## config.mk

```make
export PLATFORM = sky130hd
export DESIGN_NAME = addr_gen_upd_wr
export DESIGN_NICKNAME = d
export VERILOG_FILES = /design/src/rtl/addr_gen_upd_wr.sv
export SDC_FILE = /design/constraint.sdc
export NUM_CORES = 1
export LEC_CHECK = 0
export ABC_CLOCK_PERIOD_IN_PS = 2100
export CORE_MARGIN = 3
export CORE_UTILIZATION = 40
export CTS_CLUSTER_SIZE = 28
export DETAILED_ROUTE_END_ITERATION = 6
export PLACE_DENSITY = 0.68
export SLEW_MARGIN = 20
export SYNTH_ARGS = -nofsm -noshare
export SYNTH_HDL_FRONTEND = slang
export SYNTH_SLANG_ARGS = --single-unit
```

## constraint.sdc

```tcl
create_clock -name clk -period 2.1 [get_ports clk]
set_input_delay 0.42 -clock clk [delete_from_list [all_inputs] [get_ports clk]]
set_output_delay 0.42 -clock clk [all_outputs]
set_load 0.01 [all_outputs]
```

## src/rtl/addr_gen_upd_wr.sv

```systemverilog
// addr_gen_upd_wr: write-address generator for the LSTM update-parameter
// weight-gradient RAM. Accepts one accumulated dW word per i_valid, in
// cell-major order, and issues registered write enable / address / data.
// A one-cycle o_done pulse marks the end of NUM_CELL*NUM_INPUT writes.
module addr_gen_upd_wr #(
  parameter int ADDR_WIDTH = 12,
  parameter int DATA_WIDTH = 24,
  parameter int NUM_CELL   = 8,
  parameter int NUM_INPUT  = 53,
  parameter int BASE_ADDR  = 0
) (
  input  logic                  clk,
  input  logic                  rst,
  input  logic                  en,
  input  logic                  i_start,
  input  logic                  i_valid,
  input  logic [DATA_WIDTH-1:0] i_data,
  output logic                  o_we,
  output logic [ADDR_WIDTH-1:0] o_addr,
  output logic [DATA_WIDTH-1:0] o_data,
  output logic                  o_busy,
  output logic                  o_done,
  output logic                  o_err
);

  // Counter widths are clamped to one bit so degenerate 1x1 geometries still build.
  localparam int IN_W   = (NUM_INPUT > 1) ? $clog2(NUM_INPUT) : 1;
  localparam int CELL_W = (NUM_CELL  > 1) ? $clog2(NUM_CELL)  : 1;

  localparam logic [IN_W-1:0]       IN_LAST   = IN_W'(NUM_INPUT - 1);
  localparam logic [IN_W-1:0]       IN_ZERO   = {IN_W{1'b0}};
  localparam logic [IN_W-1:0]       IN_ONE    = IN_W'(1);
  localparam logic [CELL_W-1:0]     CELL_LAST = CELL_W'(NUM_CELL - 1);
  localparam logic [CELL_W-1:0]     CELL_ZERO = {CELL_W{1'b0}};
  localparam logic [CELL_W-1:0]     CELL_ONE  = CELL_W'(1);
  localparam logic [ADDR_WIDTH-1:0] ADDR_BASE = ADDR_WIDTH'(BASE_ADDR);
  localparam logic [ADDR_WIDTH-1:0] ADDR_ONE  = ADDR_WIDTH'(1);
  localparam logic [DATA_WIDTH-1:0] DATA_ZERO = {DATA_WIDTH{1'b0}};

  // Encoded states; the spare code 2'd3 falls back to IDLE.
  localparam logic [1:0] S_IDLE = 2'd0;
  localparam logic [1:0] S_RUN  = 2'd1;
  localparam logic [1:0] S_DONE = 2'd2;

  logic [1:0]            state_q,    state_d;
  logic [IN_W-1:0]       in_cnt_q,   in_cnt_d;
  logic [CELL_W-1:0]     cell_cnt_q, cell_cnt_d;
  logic [ADDR_WIDTH-1:0] ptr_q,      ptr_d;
  logic                  we_q,       we_d;
  logic [ADDR_WIDTH-1:0] addr_q,     addr_d;
  logic [DATA_WIDTH-1:0] data_q,     data_d;
  logic                  done_q,     done_d;
  logic                  err_q,      err_d;

  // Next-state, counter, pointer and output-register computation.
  always_comb begin
    state_d    = state_q;
    in_cnt_d   = in_cnt_q;
    cell_cnt_d = cell_cnt_q;
    ptr_d      = ptr_q;
    we_d       = 1'b0;
    addr_d     = addr_q;
    data_d     = data_q;
    done_d     = 1'b0;
    err_d      = err_q;

    case (state_q)
      S_IDLE: begin
        if (i_start) begin
          state_d    = S_RUN;
          in_cnt_d   = IN_ZERO;
          cell_cnt_d = CELL_ZERO;
          ptr_d      = ADDR_BASE;
        end else begin
          state_d    = S_IDLE;
        end
        // A result arriving while idle is dropped and flagged; it wins over
        // the clear from a coincident start so the stray word is never lost
        // silently.
        err_d = (i_start ? 1'b0 : err_q) | i_valid;
      end

      S_RUN: begin
        // en low is a pause: i_valid is ignored and nothing advances.
        if (en && i_valid) begin
          we_d   = 1'b1;
          addr_d = ptr_q;
          data_d = i_data;
          ptr_d  = ptr_q + ADDR_ONE;
          if (in_cnt_q != IN_LAST) begin
            in_cnt_d = in_cnt_q + IN_ONE;
          end else begin
            in_cnt_d = IN_ZERO;
            if (cell_cnt_q != CELL_LAST) begin
              cell_cnt_d = cell_cnt_q + CELL_ONE;
            end else begin
              state_d = S_DONE;
            end
          end
        end else begin
          we_d = 1'b0;
        end
      end

      S_DONE: begin
        done_d  = 1'b1;
        state_d = S_IDLE;
        err_d   = err_q | i_valid;
      end

      default: begin
        state_d    = S_IDLE;
        in_cnt_d   = IN_ZERO;
        cell_cnt_d = CELL_ZERO;
        ptr_d      = ADDR_BASE;
      end
    endcase
  end

  // State, counters and registered RAM-side outputs; async active-low reset.
  always_ff @(posedge clk or negedge rst) begin
    if (!rst) begin
      state_q    <= S_IDLE;
      in_cnt_q   <= IN_ZERO;
      cell_cnt_q <= CELL_ZERO;
      ptr_q      <= ADDR_BASE;
      we_q       <= 1'b0;
      addr_q     <= ADDR_BASE;
      data_q     <= DATA_ZERO;
      done_q     <= 1'b0;
      err_q      <= 1'b0;
    end else begin
      state_q    <= state_d;
      in_cnt_q   <= in_cnt_d;
      cell_cnt_q <= cell_cnt_d;
      ptr_q      <= ptr_d;
      we_q       <= we_d;
      addr_q     <= addr_d;
      data_q     <= data_d;
      done_q     <= done_d;
      err_q      <= err_d;
    end
  end

  assign o_we   = we_q;
  assign o_addr = addr_q;
  assign o_data = data_q;
  assign o_done = done_q;
  assign o_err  = err_q;
  assign o_busy = (state_q == S_RUN);

endmodule
```

---- Word-level counts from Yosys, hierarchy flattened ----
Cells that the tools add are included.
operators by class
  add/subtract/negate cells ............... 3
  multipliers ............................. 0
  divide/modulo/power cells ............... 0
  $lt $le $gt $ge ......................... 0
  equality and inequality tests ........... 9
  shift-type cells ........................ 0
  mux-type cells .......................... 22
  bitwise logic cells ..................... 3
  reduce and logical (&&, ||, !) cells .... 7
operator list
  operator               number
  $pmux 12 s3            1
  $mux 12                2
  $mux 6                 3
  $pmux 6 s3             1
  $add 12x1->12 const B  1
  $mux 3                 4
  $pmux 3 s3             1
  $add 6x1->6 const B    1
  $mux 2                 3
  $ne 2x2->1 const B     3
  $ne 6x6->1 const B     1
  $reduce_and 3->1       2
  $mux 1                 5
  $reduce_and 5->1       1
  $ne 2x1->1 const B     2
  $pmux 2 s2             1
  $add 3x1->3 const B    1
  $ne 3x3->1 const B     1
  $eq 2x1->1 const B     1
  $eq 2x2->1 const B     1
  $logic_not 2->1        1
  $or 1x1->1             2
  $pmux 1 s2             1
  $reduce_and 2->1       1
  3 further kinds        3
storage, ports and cells
  flip-flop bits (word level) ............. 62
  bits in latches ......................... 0
  RAM bits ................................ 0
  bits in read-only memories .............. 0
  input port bits ......................... 29
  output and inout port bits .............. 40
  word-level logic and storage cells ...... 53
  memories kept ........................... 0

---- Longest topological paths before layout ----
  depth in word-level cells ............... 5
  depth in mapped cells ................... 8
  gate-level depth less buffers ........... 6

---- Least setup slack after synthesis ----
No wires, ideal clock.
  kind .................................... reg-to-reg
  start ................................... register in_cnt_q[0]
  end ..................................... register cell_cnt_q[0]
  setup time .............................. 0.121 ns
  arrival ................................. 1.376 ns
  required time ........................... 1.979 ns
  path slack .............................. 0.603 ns
  cell stages (with the launch flop) ...... 7
  path buffers ............................ 0
  clock period less this slack ............ 1.497 ns
  cells stage by stage .................... dfrtp_1 > inv_1 > ha_1 > and4b_1 > nor3b_2 > o21bai_1 > a22o_1
on the way
  longest elaborated chain between the ends .. 3
RTL lines
  item                        RTL line  RTL
  start: declaration          46        logic [IN_W-1:0] in_cnt_q, in_cnt_d;
  start signal: assignment    134       in_cnt_q <= in_cnt_d;
  $ne 6x6->1                  90        if (in_cnt_q != IN_LAST) begin
  $ne 2x2->1 (no line)        --
  $reduce_and 5->1 (no line)  --
  end signal: assignment      135       cell_cnt_q <= cell_cnt_d;
  end: declaration            47        logic [CELL_W-1:0] cell_cnt_q, cell_cnt_d;
Every way passes these cells.
A chain may end at the register's enable or synchronous reset.

---- Final worst setup path ----
  start ................................... register state_q[1]
  end ..................................... output o_busy
on the way
  longest elaborated chain between the ends .. 1
RTL lines
  item                      RTL line  RTL
  start: declaration        45        logic [1:0] state_q, state_d;
  start signal: assignment  133       state_q <= state_d;
  $eq 2x1->1                150       assign o_busy = (state_q == S_RUN);
  end: declaration          21        output logic o_busy,
Every way passes these cells.

==> reports/metrics.cfg <==
[floorplanning]
floorplan.die.width_microns = 87.6
initial_core_util_pct = 41.7
boundaryPins = 69
die_footprint_sq_um = 7670
die_h_microns = 87.6
design.core.area_sq_um = 6390
fp-row-count = 29

[route]
drc = 0
drt-total-wl_mm = 5.54
routedWlPerCell_microns = 12.6
via_count = 2157
detail_route.iter0.violations = 94
vias_per_cell = 4.91
drt-pass1-iter-count = 4
number_of_nets_still_failing_antenna_checks_after_routing = 0

[sta]
finClkSkew_ns = 0.00864
report.final.setup_viol = 0
hold_slack_ns = 0.0904
grt_setup_unrepaired = no
relSlewSlack_pct = 77.0
final.period_utilization_pct = 94.3
max_freq_ghz = 0.505
maxSlewViolCount = 0
setup_total_negative_slack_ns = 0
worst-slew-pin-transition_ns = 0.344
final.min_clock_period_ns = 1.98
hold_viol_final = 0

[finish]
multiInputGateArea_sq_um = 1010
flow.area_growth_from_synthesis_pct = 37.3
final_net_count = 391
ff_latch_area_sq_um = 1550
fin_cells = 439
antennaDiodeCount = 0
filler_cell_count = 554
final_area_sq_um = 3660
drive_gt1_share_pct = 8.29

[placed_design]
place.port_buffers = 68
post-dp-hpwl_mm = 3.86
number_of_placed_cells_counting_well_taps = 423
post_dp_cell_area_sq_um = 3460
place_congestion = 0.796

[logic_synthesis]
largest_cells_by_area_after_synthesis = dfrtp_1 (58%), nand2_1 (16%), o21ai_0 (3.0%), ha_1 (2.3%), or3_1 (2.3%)
synth.ff_latch_count = 62
synth_cells = 281
seq_area_frac_synth_pct = 58.2
largest_area_contributor_in_the_netlist = dfrtp_1
mean_instance_size_in_the_synthesized_netlist_sq_um = 9.48
syn-cell-area_sq_um = 2660
synth-warning-count = 0
synth_cell_types = 36
share_of_the_synthesized_area_in_the_top_cell_type_pct = 58.2
post_syn_nets = 315

[critical_path]
worst_path_largest_cell_delay_ns = 0.53
worst_ep_arrival_time_ns = 1.56
nature_of_the_critical_path_startpoint = flop
cp_slowest_cell = clkdlybuf4s50_1
critPathBufInv = 2
critical_path.cell_chain = nand2b_4 > inv_2 > clkdlybuf4s50_1
reg2regPathDepth = 6
cp_data_required_time_ns = 1.68
crit_path_end_kind = output pin
critical_path_cell_count = 3
critPathKind = reg2out
crit_fanout = 6
critical-path-top-delay-family = buffers and inverters

[global_route]
globalRouteMet1Util_pct = 20.2
grt_util_met3_pct = 3.95
grt_first_pass_wirelength_mm = 9.36
met2_resource_use_gr_pct = 24.5
grt_antenna_before_repair = 0
globalRoute.totalOverflow = 0
largest_net_degree_at_the_start_of_global_routing = 63
grt_pass1_vias = 2030
global_route.usage.total_pct = 15.6
busiest_layer = met2

[clock_tree]
worst_setup_hold_path_clk_slew_ns = 0.07
cts.path.max_buffers = 2
cts_inserted_buffers = 9
holdBufCountCts = 0
ctsRootBufferMaster = clkbuf_8
tritoncts_num_sinks = 62
tritoncts = built
cts.repair.resized = 0
setup_bufs_post_cts = 0
ctsHtreeMaxLevel = 3
clock_latency_ns = 0.33

[pwr]
power.density_cell_area_nw_per_um2 = 857
total_leakage_power_uw = 0.00175
ir_worst_vdd_mv = 0.477
power.share.sequential_pct = 47.4
power.combinational.fraction_pct = 19.1
power.share.switching_pct = 26.6
total_switching_power_uw = 835
internal_power_uw = 2300
power.clock.fraction_pct = 33.5

[run_status]
run_status = complete, no violations

[worst_hold_path]
hold_path.class = in2async

[run]
timing.max_cap.violations = 0

placed cells by master (no fill, tap or decap), types with 2 or more instances in the layout:
cell type	synthesis	routed
nand2_1	117	117
clkdlybuf4s50_1	0	67
dfrtp_1	62	62
o21ai_0	16	16
clkbuf_8	0	11
or3_1	10	10
a21oi_1	9	9
inv_1	7	7
buf_4	2	6
nand3_1	5	5
ha_1	5	5
and2_1	4	4
nor2_1	4	4
a22o_1	3	3
and3_1	3	3
inv_2	2	2
nor2b_1	2	2
o22ai_1	2	2
a32o_1	2	2
xnor2_1	2	2
clkbuf_1	2	2
buf_12	0	2
metal layers:
layer  routed length [microns]  share of wire, %
met5                         0                 0
met1                      2540                46
met3                       325               5.9
met2                      2570                46
met4                        97               1.8
cell type report:
type                            count  area share, %
Multi-Input combinational cell    199           27.7
Clock inverter                      3           1.16
Sequential cell                    62           42.4
Tap cell                           77           2.63
Timing Repair Buffer               76           20.8
Clock buffer                       13           4.34
Inverter                            9          0.923
through the flow:
step / worst slack [ns] / total power [uW] / util [%]
3_3_place_gp: 0.130 / 2100 / 54.1
2_1_floorplan: 0.603 / 1760 / -
3_5_place_dp: 0.0607 / 2120 / 54.1
5_1_grt: 0.0640 / 3320 / 57.3
6_report: 0.120 / 3140 / 57.3
4_1_cts: 0.0993 / 3170 / 57.3
worst paths after layout:
kind	from	end	slack, ns
worst max-delay path	state_q[1]	o_busy	0.12
min in group clk	o_data[10]	o_data[10]	0.47
worst max register to register	in_cnt_q[0]	cell_cnt_q[0]	0.42
max in group asynchronous	rst	in_cnt_q[1]	1.73
worst min register to register	o_data[10]	o_data[10]	0.47
worst min-delay path	rst	o_data[4]	0.09
synthesized netlist by cell type (all sizes together):
library cell  number
a311oi             1
and2               4
nand2            117
nor2b              2
inv                9
o31ai              1
dfrtp             62
or3               10
and4               1
a32o               2
and2b              1
o21ai             17
nand4              1
o221ai             2
and3               3
nand2b             1
a22o               3
buf                9
a21oi              9
nor2               4
a21o               1
xnor2              2
nand3              5
clkbuf             2
nor3b              1
a31oi              1
and4b              1
o22ai              2
o21bai             1
a211oi             1
ha                 5
flip-flops by register name, summed over array words and instances, names as in the netlist:
signal	flops
state_q	2
o_done	1
o_we	1
o_data	24
cell_cnt_q	3
o_addr	12
ptr_q	12
in_cnt_q	6
o_err	1
logic make-up (layout without fill, tap and decap cells):
logic type               Yosys count  after routing  synth area share [%]
AND/OR/NAND/NOR                  151            151                  24.8
XOR/XNOR                           2              2                 0.658
buffers and inverters             20            101                  3.66
AO/OA/AOI/OAI                     41             41                  10.3
flip-flops                        62             62                  58.2
adder cells (fa/ha/maj)            5              5                  2.35
power groups by stage:
stage / Clock [uW] / Sequential (uW) / Combinational (uW)
detailed placement: 0 / 1510 / 608
CTS: 1080 / 1490 / 610
global placement: 0 / 1500 / 599
floorplan: 0 / 1530 / 228
finish: 1050 / 1490 / 598
global route: 1130 / 1520 / 678
Note: power is estimated with default switching activity, not from simulation.
